`src/rtl/x_stack_mw.sv`:
```
// rtl/x_stack_mw.sv - attestation access monitor with registered MCU kill/reset
module x_stack_mw #(
    parameter logic [15:0]        SMEM_BASE     = 16'hA000,
    parameter logic [15:0]        SMEM_SIZE     = 16'h4000,
    parameter logic [15:0]        SDATA_BASE    = 16'h0400,
    parameter logic [15:0]        SDATA_SIZE    = 16'h0C00,
    parameter int                 NW            = 2,
    parameter logic [NW*16-1:0]   WIN_BASE      = {16'h0270, 16'h8000},
    parameter logic [NW*16-1:0]   WIN_SIZE      = {16'h0020, 16'h0020},
    parameter logic [NW-1:0]      WIN_LOCK      = 2'b10,
    parameter logic [15:0]        RESET_HANDLER = 16'hFFFE,
    parameter int                 HOLD_CYCLES   = 4,
    parameter int                 CNT_W         = 8
) (
    input  logic             clk,
    input  logic             rst_n,
    input  logic [15:0]      pc,
    input  logic [15:0]      data_addr,
    input  logic             r_en,
    input  logic             w_en,
    output logic             reset,
    output logic [2:0]       viol_cause,
    output logic [CNT_W-1:0] viol_count
);

    // Region bounds widened to 17 bits so a region ending at 16'hFFFF cannot wrap.
    localparam logic [16:0] SROM_LO  = {1'b0, SMEM_BASE};
    localparam logic [16:0] SROM_HI  = {1'b0, SMEM_BASE} + {1'b0, SMEM_SIZE} - 17'd2;
    localparam logic [16:0] SDATA_LO = {1'b0, SDATA_BASE};
    localparam logic [16:0] SDATA_HI = {1'b0, SDATA_BASE} + {1'b0, SDATA_SIZE} - 17'd1;

    localparam int             HCW       = (HOLD_CYCLES > 1) ? $clog2(HOLD_CYCLES) : 1;
    localparam logic [HCW-1:0] HOLD_LOAD = HCW'(HOLD_CYCLES - 1);

    typedef enum logic [1:0] {
        RUN     = 2'd0,
        HOLD    = 2'd1,
        WAIT    = 2'd2,
        ILLEGAL = 2'd3
    } state_t;

    state_t         state_q, state_d;
    logic [HCW-1:0] hold_q, hold_d;
    logic           capture;

    logic [16:0]    pc_x, addr_x;
    logic           in_srom, in_sdata;
    logic [NW-1:0]  in_win;
    logic           v0, v1, v2, any_v;

    assign pc_x     = {1'b0, pc};
    assign addr_x   = {1'b0, data_addr};
    assign in_srom  = (pc_x >= SROM_LO) && (pc_x <= SROM_HI);
    assign in_sdata = (addr_x >= SDATA_LO) && (addr_x <= SDATA_HI);

    for (genvar i = 0; i < NW; i++) begin : g_win
        localparam logic [16:0] LO = {1'b0, WIN_BASE[16*i +: 16]};
        localparam logic [16:0] HI = LO + {1'b0, WIN_SIZE[16*i +: 16]} - 17'd1;
        assign in_win[i] = (addr_x >= LO) && (addr_x <= HI);
    end

    // Untrusted secure-data access, trusted stray write, untrusted locked-window write.
    assign v0    = !in_srom && in_sdata && (r_en || w_en);
    assign v1    = in_srom && w_en && !in_sdata && !(|in_win);
    assign v2    = !in_srom && w_en && |(in_win & WIN_LOCK);
    assign any_v = v0 | v1 | v2;

    // Next-state logic: kill on violation, hold for the minimum time, release at the handler.
    always_comb begin
        state_d = state_q;
        hold_d  = hold_q;
        capture = 1'b0;
        case (state_q)
            RUN: begin
                if (any_v) begin
                    state_d = HOLD;
                    hold_d  = HOLD_LOAD;
                    capture = 1'b1;
                end
            end
            HOLD: begin
                if (hold_q == '0) begin
                    state_d = WAIT;
                end else begin
                    hold_d = hold_q - HCW'(1);
                end
            end
            WAIT: begin
                if ((pc == RESET_HANDLER) && !any_v) begin
                    state_d = RUN;
                end
            end
            default: begin
                // A corrupted state is treated as a kill, without touching the debug record.
                state_d = HOLD;
                hold_d  = HOLD_LOAD;
            end
        endcase
    end

    // State, hold counter, registered reset and the debug record.
    always_ff @(posedge clk or negedge rst_n) begin
        if (!rst_n) begin
            state_q    <= RUN;
            hold_q     <= '0;
            reset      <= 1'b0;
            viol_cause <= 3'b000;
            viol_count <= '0;
        end else begin
            state_q <= state_d;
            hold_q  <= hold_d;
            reset   <= (state_d != RUN);
            if (capture) begin
                viol_cause <= {v2, v1, v0};
                if (viol_count != {CNT_W{1'b1}}) begin
                    viol_count <= viol_count + CNT_W'(1);
                end
            end
        end
    end

endmodule

```
`config.mk`:
```
export PLATFORM = sky130hd
export DESIGN_NAME = x_stack_mw
export DESIGN_NICKNAME = d
export VERILOG_FILES = /design/src/rtl/x_stack_mw.sv
export SDC_FILE = /design/constraint.sdc
export NUM_CORES = 1
export LEC_CHECK = 0
export CORE_AREA = 8 8 60 62
export CTS_BUF_LIST = sky130_fd_sc_hd__clkbuf_4 sky130_fd_sc_hd__clkbuf_8
export CTS_CLUSTER_DIAMETER = 60
export DETAILED_ROUTE_END_ITERATION = 7
export DIE_AREA = 0 0 68 70
export PLACE_DENSITY = 0.75
export RECOVER_POWER = 25
export SLEW_MARGIN = 10
export SYNTH_ARGS = -nofsm -noshare
export SYNTH_HDL_FRONTEND = slang
export SYNTH_SLANG_ARGS = --single-unit
```
`constraint.sdc`:
```
create_clock -name clk -period 1.4 [get_ports clk]
set_input_delay 0.21 -clock clk [delete_from_list [all_inputs] [get_ports clk]]
set_output_delay 0.21 -clock clk [all_outputs]
set_load 0.05 [all_outputs]
```
==> results of run 1 <==
-- cell usage in the layout, fill, tap and decap left out, types with 2 or more instances in the layout --
cell             count
dfrtp_2              6
nor3_1               2
a21oi_2              2
dfrtp_1             10
nand4_1              4
o32a_1               2
o21ai_2              2
nand3_1              3
clkdlybuf4s50_1     18
nand2b_1             2
or2_2                2
nor2_1               4
buf_12              12
inv_1                4
buf_2                7
buf_4               31
buf_6               11
nor2_4               2
ha_1                 2
xor2_1               8
or3_4                3
clkbuf_4             3
nor4_4               5
nor2b_1              2
nand2_1              6
-- through the flow --
step	cells	hold slack (ns)
after CTS	213	0.239
after global placement	207	0.505
final	214	0.364
after detailed placement	207	0.541
after floorplan	99	-0.0856
after global routing	214	0.365
-- synthesized netlist by cell type (all sizes together) (3+ instances only) --
| library cell | number | area share |
|---|---|---|
| inv | 4 | 0.016 |
| dfrtp | 16 | 0.42 |
| nor2 | 6 | 0.023 |
| nand4 | 4 | 0.026 |
| xor2 | 8 | 0.073 |
| o21ai | 4 | 0.025 |
| nor4 | 5 | 0.033 |
| nor3 | 4 | 0.021 |
| or3 | 3 | 0.020 |
| nand3 | 4 | 0.021 |
| nand2 | 7 | 0.027 |
| a21oi | 3 | 0.016 |
-- repair_timing --
| action | 4_1_cts | 5_1_grt |
|---|---|---|
| pin swaps | 16 | 18 |
| resized for setup | 74 | 8 |
| buffers inserted | 3 | 1 |
| cloned | 0 | 0 |
| endpoints found under the setup margin | 16 | 16 |
-- final cells by class --
| type | instances | area [um2] | area share |
|---|---|---|---|
| clock buffers | 4 | 36.3 | 0.0172 |
| inverters | 4 | 15.0 | 0.00713 |
| multi-input cells | 77 | 767 | 0.364 |
| flip-flops and latches | 16 | 408 | 0.194 |
| well taps | 31 | 38.8 | 0.0184 |
| repair buffers | 82 | 841 | 0.399 |
-- final timing paths --
| kind | from | endpoint | slack, ns | cells after the start |
|---|---|---|---|---|
| max | data_addr[14] | hold_q[1] | -0.47 | 9 |
| min in group asynchronous | rst_n | viol_count[1] | 0.54 | 2 |
| min reg2reg | hold_q[1] | hold_q[1] | 0.55 | 1 |
| max reg2reg | viol_count[0] | viol_count[5] | -0.15 | 6 |
| min | data_addr[14] | viol_cause[0] | 0.36 | 4 |
| max in group asynchronous | rst_n | viol_count[5] | 0.26 | 2 |
-- sequential cells by signal (all words and copies together), names as in the netlist --
name,flops
state_q,2
viol_count,8
hold_q,2
reset,1
viol_cause,3
-- worst register-to-register path: stages (launching register included) --
cell and delay, ns:
dfrtp_2 0.43, ha_1 0.22, nand3_1 0.14, o21ai_4 0.12, buf_4 0.19, nor4_4 0.21, xor2_1 0.17
-- metal layers --
layer	wire [um]	global-route usage
met5	0	0
met4	123	0.0524
met3	257	0.0510
met2	2060	0.277
met1	1400	0.155
-- cells by family (layout without fill, tap and decap cells) --
group | Yosys count | count (layout) | share of synthesized area
AOI/OAI and AO/OA | 16 | 16 | 0.124
and+or+nand+nor | 47 | 47 | 0.285
adders and majority gates | 2 | 2 | 0.0260
DFF | 16 | 16 | 0.416
xor gates and xnor gates | 9 | 9 | 0.0819
buffers and inverters | 6 | 90 | 0.0312
muxes | 3 | 3 | 0.0364
-- power by group --
group	switching [uW]	total (uW)	leakage, uW	internal (uW)
clock	143	301	0.0000210	158
combinational	990	1960	0.000725	970
sequential	129	748	0.000194	619
==> flow_metrics.py, run 1 <==
metrics = {
    "status": {
        "status": "finished, violations left",
        "violations": "setup timing",
    },
    "logic_synthesis": {
        "synthCells": 99,
        "ys_types": 39,
        "yosys_warnings": 0,
        "synth-seq-cells": 16,
        "synthesis.nets": 137,
        "ys_seq_area_frac": 0.416,
        "netlist_area_um2": 962,
        "synth_flop_cell": "dfrtp_1",
        "synth_edf_count": 0,
        "syn_avg_cell_area_um2": 9.72,
        "async_reset_ff_frac": 1.00,
    },
    "timing": {
        "maxSlewViolCount": 0,
        "fin_ws_ns": -0.472,
        "rsz0062_at_grt": "yes",
        "fin_crit_sh": 1.34,
        "finalClockSkew_ns": 0.00547,
        "fmax_mhz": 534,
        "slew_headroom": 0.417,
        "fin_crit_ns": 1.87,
        "worstMarginPinSlew_ns": 0.874,
        "setup_viol_count_final": 16,
        "setup_tns_ns": -6.36,
        "finalHoldViolations": 0,
    },
    "floorplanning": {
        "die_h_um": 70,
        "dieWidth_um": 68,
        "coreArea_um2": 2660,
        "io-pin-count": 48,
        "die_area_um2": 4760,
        "start_util": 0.361,
        "rows": 19,
    },
    "setup_path": {
        "worstPathMaxFanout": 7,
        "end_kind": "flop",
        "crit_type": "primary input to flop",
        "cp.required_ns": 1.57,
        "cp_slowest_cell": "or3_4",
        "path_buf_inv": 3,
        "max_stage_delay_ns": 0.39,
        "start_kind": "primary input",
        "crit_arrival_ns": 2.05,
        "critical_path.top_delay_family": "compound AO/OA/AOI/OAI gates",
        "crit_chain": "buf_6 > or3_4 > buf_6 > a2111oi_4 > nor4_4 > mux2i_2 > buf_6 > nor2_4 > o32a_1",
        "crit_path_frequent_cell": "buf_6",
    },
    "placement": {
        "place_ws_ns": -1.19,
        "dpl.hpwl_um": 2780,
        "gp_congestion": 0.895,
        "place_area_um2": 1930,
        "io_buffers": 43,
    },
    "layout": {
        "drive_gt1_frac": 0.563,
        "postLayoutCoreUtil": 0.791,
        "fin_nets": 222,
        "final_cell_area_um2": 2110,
        "area_growth_syn_to_layout_pct": 119,
        "diodes": 0,
        "fill_cells": 160,
    },
    "worst_hold_path": {
        "hold_class": "primary input to flop",
    },
    "global_routing": {
        "antenna_found_initial": 0,
        "grt_start_max_net_pins": 17,
        "grt_overflow": 0,
        "grt_pass1_vias": 1240,
        "grtUsageTotal": 0.153,
        "grt_pass1_wl_um": 5790,
    },
    "routing": {
        "vias_per_cell": 5.43,
        "drc": 0,
        "drt_first_pass_iters": 4,
        "wl_um": 3840,
        "post_drt_wl_per_cell_um": 17.9,
        "num_vias": 1162,
        "detail-route-antenna-nets": 0,
        "drt-initial-drc-count": 35,
    },
    "clocking": {
        "root_buffer": "clkbuf_4",
        "cts_buffers": 3,
        "cts_hold_buffers": 0,
        "htreeDepth": 1,
        "cts_buffer_depth": 2,
        "clk-insertion-delay-late_ns": 0.28,
        "cts_tree": "built",
        "cts.clk_slew.worst_paths_ns": 0.09,
        "cts_num_sinks": 16,
    },
    "power_and_ir_drop": {
        "p_per_area_nw_per_um2": 1430,
        "total_power_uw": 3010,
        "p_leak_uw": 0.000940,
        "irDropWorstVdd_v": 0.00177,
    },
    "flow_run": {
        "maxCapViolCount": 0,
    },
}
Note: power is estimated with default switching activity, not from simulation.
==> run 2, diff against run 1 <==
--- a/config.mk
+++ b/config.mk
@@ -5,11 +5,12 @@
 export SDC_FILE = /design/constraint.sdc
 export NUM_CORES = 1
 export LEC_CHECK = 0
-export CORE_AREA = 8 8 60 62
+export CORE_AREA = 2 2 54 56
 export CTS_BUF_LIST = sky130_fd_sc_hd__clkbuf_4 sky130_fd_sc_hd__clkbuf_8
 export CTS_CLUSTER_DIAMETER = 60
 export DETAILED_ROUTE_END_ITERATION = 7
-export DIE_AREA = 0 0 68 70
+export DIE_AREA = 0 0 56 58
+export HOLD_SLACK_MARGIN = 0.08
 export PLACE_DENSITY = 0.75
 export RECOVER_POWER = 25
 export SLEW_MARGIN = 10
==> run 2 against run 1 <==
Effect of this change:
- the flow still finishes with violations (setup timing)
- global-route usage increased by 8.9 points
- critical path depth decreased by 1
- design area increased by 1.1%
- clock-buffer cell count unchanged
- wire length increased by 5.9%
- critical path type unchanged
- sequential share of layout area decreased by 0.20 points
- maximum frequency decreased by 6.9%
- combinational power about the same
==> flow_metrics.py, run 2 (synthesis results as in run 1) <==
metrics = {
    "status": {
        "status": "finished, violations left",
        "violations": "setup timing",
    },
    "floorplanning": {
        "die_area_um2": 3250,
        "io-pin-count": 48,
        "coreArea_um2": 2660,
        "rows": 19,
        "die_h_um": 58,
        "dieWidth_um": 56,
        "start_util": 0.361,
    },
    "global_routing": {
        "grt_start_max_net_pins": 17,
        "grtUsageTotal": 0.242,
        "antenna_found_initial": 0,
        "grt_pass1_vias": 1356,
        "grt_pass1_wl_um": 6130,
        "grt_overflow": 0,
    },
    "timing": {
        "rsz0062_at_grt": "yes",
        "finalClockSkew_ns": 0.00152,
        "fmax_mhz": 497,
        "fin_crit_sh": 1.44,
        "maxSlewViolCount": 0,
        "setup_viol_count_final": 16,
        "fin_ws_ns": -0.610,
        "finalHoldViolations": 0,
        "slew_headroom": 0.411,
        "worstMarginPinSlew_ns": 0.884,
        "fin_crit_ns": 2.01,
    },
    "layout": {
        "stdcell_count": 215,
        "fin_nets": 223,
        "diodes": 0,
        "drive_gt1_frac": 0.565,
        "final_common_cell": "buf_4",
        "area_growth_syn_to_layout_pct": 121,
        "mostFrequentLayoutCells": "buf_4, buf_6, buf_12",
        "largest_reg_flops": 8,
        "regMostFlops": "viol_count",
        "fill_cells": 157,
        "reg_top3": "viol_count: 8 flops, viol_cause: 3 flops",
    },
    "placement": {
        "numPlacedInstances": 204,
        "dpl.hpwl_um": 2630,
        "place_ws_ns": -1.22,
        "io_buffers": 43,
        "gp_congestion": 0.826,
    },
    "setup_path": {
        "cp_slowest_cell": "or4b_4",
        "critical_path.top_delay_family": "simple AND/OR/NAND/NOR gates",
        "max_stage_delay_ns": 0.52,
        "crit_arrival_ns": 2.24,
        "crit_chain": "buf_6 > or4b_4 > a2111o_1 > o21ai_2 > mux2i_2 > buf_6 > nor4b_2 > xor2_1",
        "start_kind": "primary input",
        "end_kind": "flop",
        "r2r_setup_slack_ns": -0.15,
        "r2r_end": "viol_count[5]",
        "crit_type": "primary input to flop",
        "r2r-start": "viol_count[0]",
        "crit_path_frequent_cell": "buf_6",
        "path_buf_inv": 2,
        "worstPathMaxFanout": 8,
        "cp.required_ns": 1.63,
        "reg2reg_depth": 6,
    },
    "clocking": {
        "clk-insertion-delay-late_ns": 0.31,
        "cts_num_sinks": 16,
        "cts.clk_slew.worst_paths_ns": 0.10,
        "cts_buffer_depth": 2,
        "cts_tree": "built",
        "root_buffer": "clkbuf_4",
        "cts_hold_buffers": 0,
        "htreeDepth": 1,
        "cts_buffers": 3,
    },
    "power_and_ir_drop": {
        "irDropWorstVdd_v": 0.00183,
        "p_leak_uw": 0.00101,
        "p_per_area_nw_per_um2": 1410,
    },
    "routing": {
        "drt_first_pass_iters": 4,
        "vias_per_cell": 5.46,
        "num_vias": 1173,
        "wl_um": 4070,
        "drc": 0,
        "post_drt_wl_per_cell_um": 18.9,
        "drt-initial-drc-count": 34,
        "detail-route-antenna-nets": 0,
    },
    "flow_run": {
        "maxCapViolCount": 0,
    },
    "worst_hold_path": {
        "whs_path_depth": 4,
        "min_from": "data_addr[15]",
        "hold_end": "viol_cause[0]",
        "hold_class": "primary input to flop",
    },
}
[run 2: changes by cell type in the layout (fill, tap and decap cells not counted), moves of 2 or more]
cell,delta
dlymetal6s2s_1,+9
clkdlybuf4s50_1,-9
buf_2,-2
buf_6,+3
[run 2: worst min-delay path: stages]
cell and delay (ns):
buf_6 0.07, buf_6 0.09, or3_4 0.13, o41ai_2 0.07
[run 2: per-layer routing]
| metal | track usage | share of wire | vias up |
|---|---|---|---|
| met3 | 0.0402 | 0.046 | 16 |
| met2 | 0.487 | 0.56 | 42 |
| met1 | 0.237 | 0.36 | 574 |
| met4 | 0.119 | 0.037 | 0 |
| met5 | 0 | 0 | - |
| li1 | - | - | 541 |
[run 2: layout make-up]
cell class,instances,area [um2],share of cell area
Timing Repair Buffer,83,880,0.413
Clock buffer,4,30.0,0.0141
Multi-Input combinational cell,77,757,0.356
Sequential cell,16,408,0.192
Tap cell,31,38.8,0.0182
Inverter,4,15.0,0.00705
[run 2: where the power goes]
part	leakage (uW)	total [uW]	internal (uW)	switching [uW]
combinational	0.000802	1960	952	1010
sequential	0.000194	735	619	117
clock	0.0000184	302	131	171
total	0.00101	3000	1700	1300
[run 2: repair_timing]
action	4_1_cts	5_1_grt
setup endpoints to repair	16	16
buffers inserted	3	4
resized for setup	68	22
gates cloned	0	0
pin swaps	16	19
[run 2: worst max path at each step]
stage | start | end | slack, ns | cells past startpoint
detailed placement | data_addr[14] | viol_count[4] | -1.22 | 8
CTS | data_addr[8] | viol_count[2] | -0.48 | 9
floorplan | data_addr[15] | viol_count[4] | -0.52 | 6
finish | data_addr[14] | viol_count[4] | -0.61 | 8
global placement | data_addr[15] | viol_count[7] | -1.13 | 10
global route | data_addr[14] | viol_count[4] | -0.64 | 8
[run 2: metrics by stage]
| step | utilization | hold WS, ns | total power (uW) | TNS, ns | instance area, um2 |
|---|---|---|---|---|---|
| after floorplan | - | -0.0856 | 1620 | -6.69 | 1080 |
| after global placement | 0.715 | 0.506 | 2460 | -16.12 | 1900 |
| after detailed placement | 0.715 | 0.514 | 2550 | -16.98 | 1900 |
| after CTS | 0.753 | 0.220 | 2900 | -5.85 | 2010 |
| after global routing | 0.799 | 0.306 | 3130 | -7.18 | 2130 |
| final | 0.799 | 0.295 | 3000 | -6.47 | 2130 |
==> run 3, diff against run 2 <==
--- a/config.mk
+++ b/config.mk
@@ -8,6 +8,7 @@
 export CORE_AREA = 2 2 54 56
 export CTS_BUF_LIST = sky130_fd_sc_hd__clkbuf_4 sky130_fd_sc_hd__clkbuf_8
 export CTS_CLUSTER_DIAMETER = 60
+export CTS_CLUSTER_SIZE = 24
 export DETAILED_ROUTE_END_ITERATION = 7
 export DIE_AREA = 0 0 56 58
 export HOLD_SLACK_MARGIN = 0.08
==> results of run 3 <==
Same layout as run 2: the final DEF is identical, and so are final timing and power.
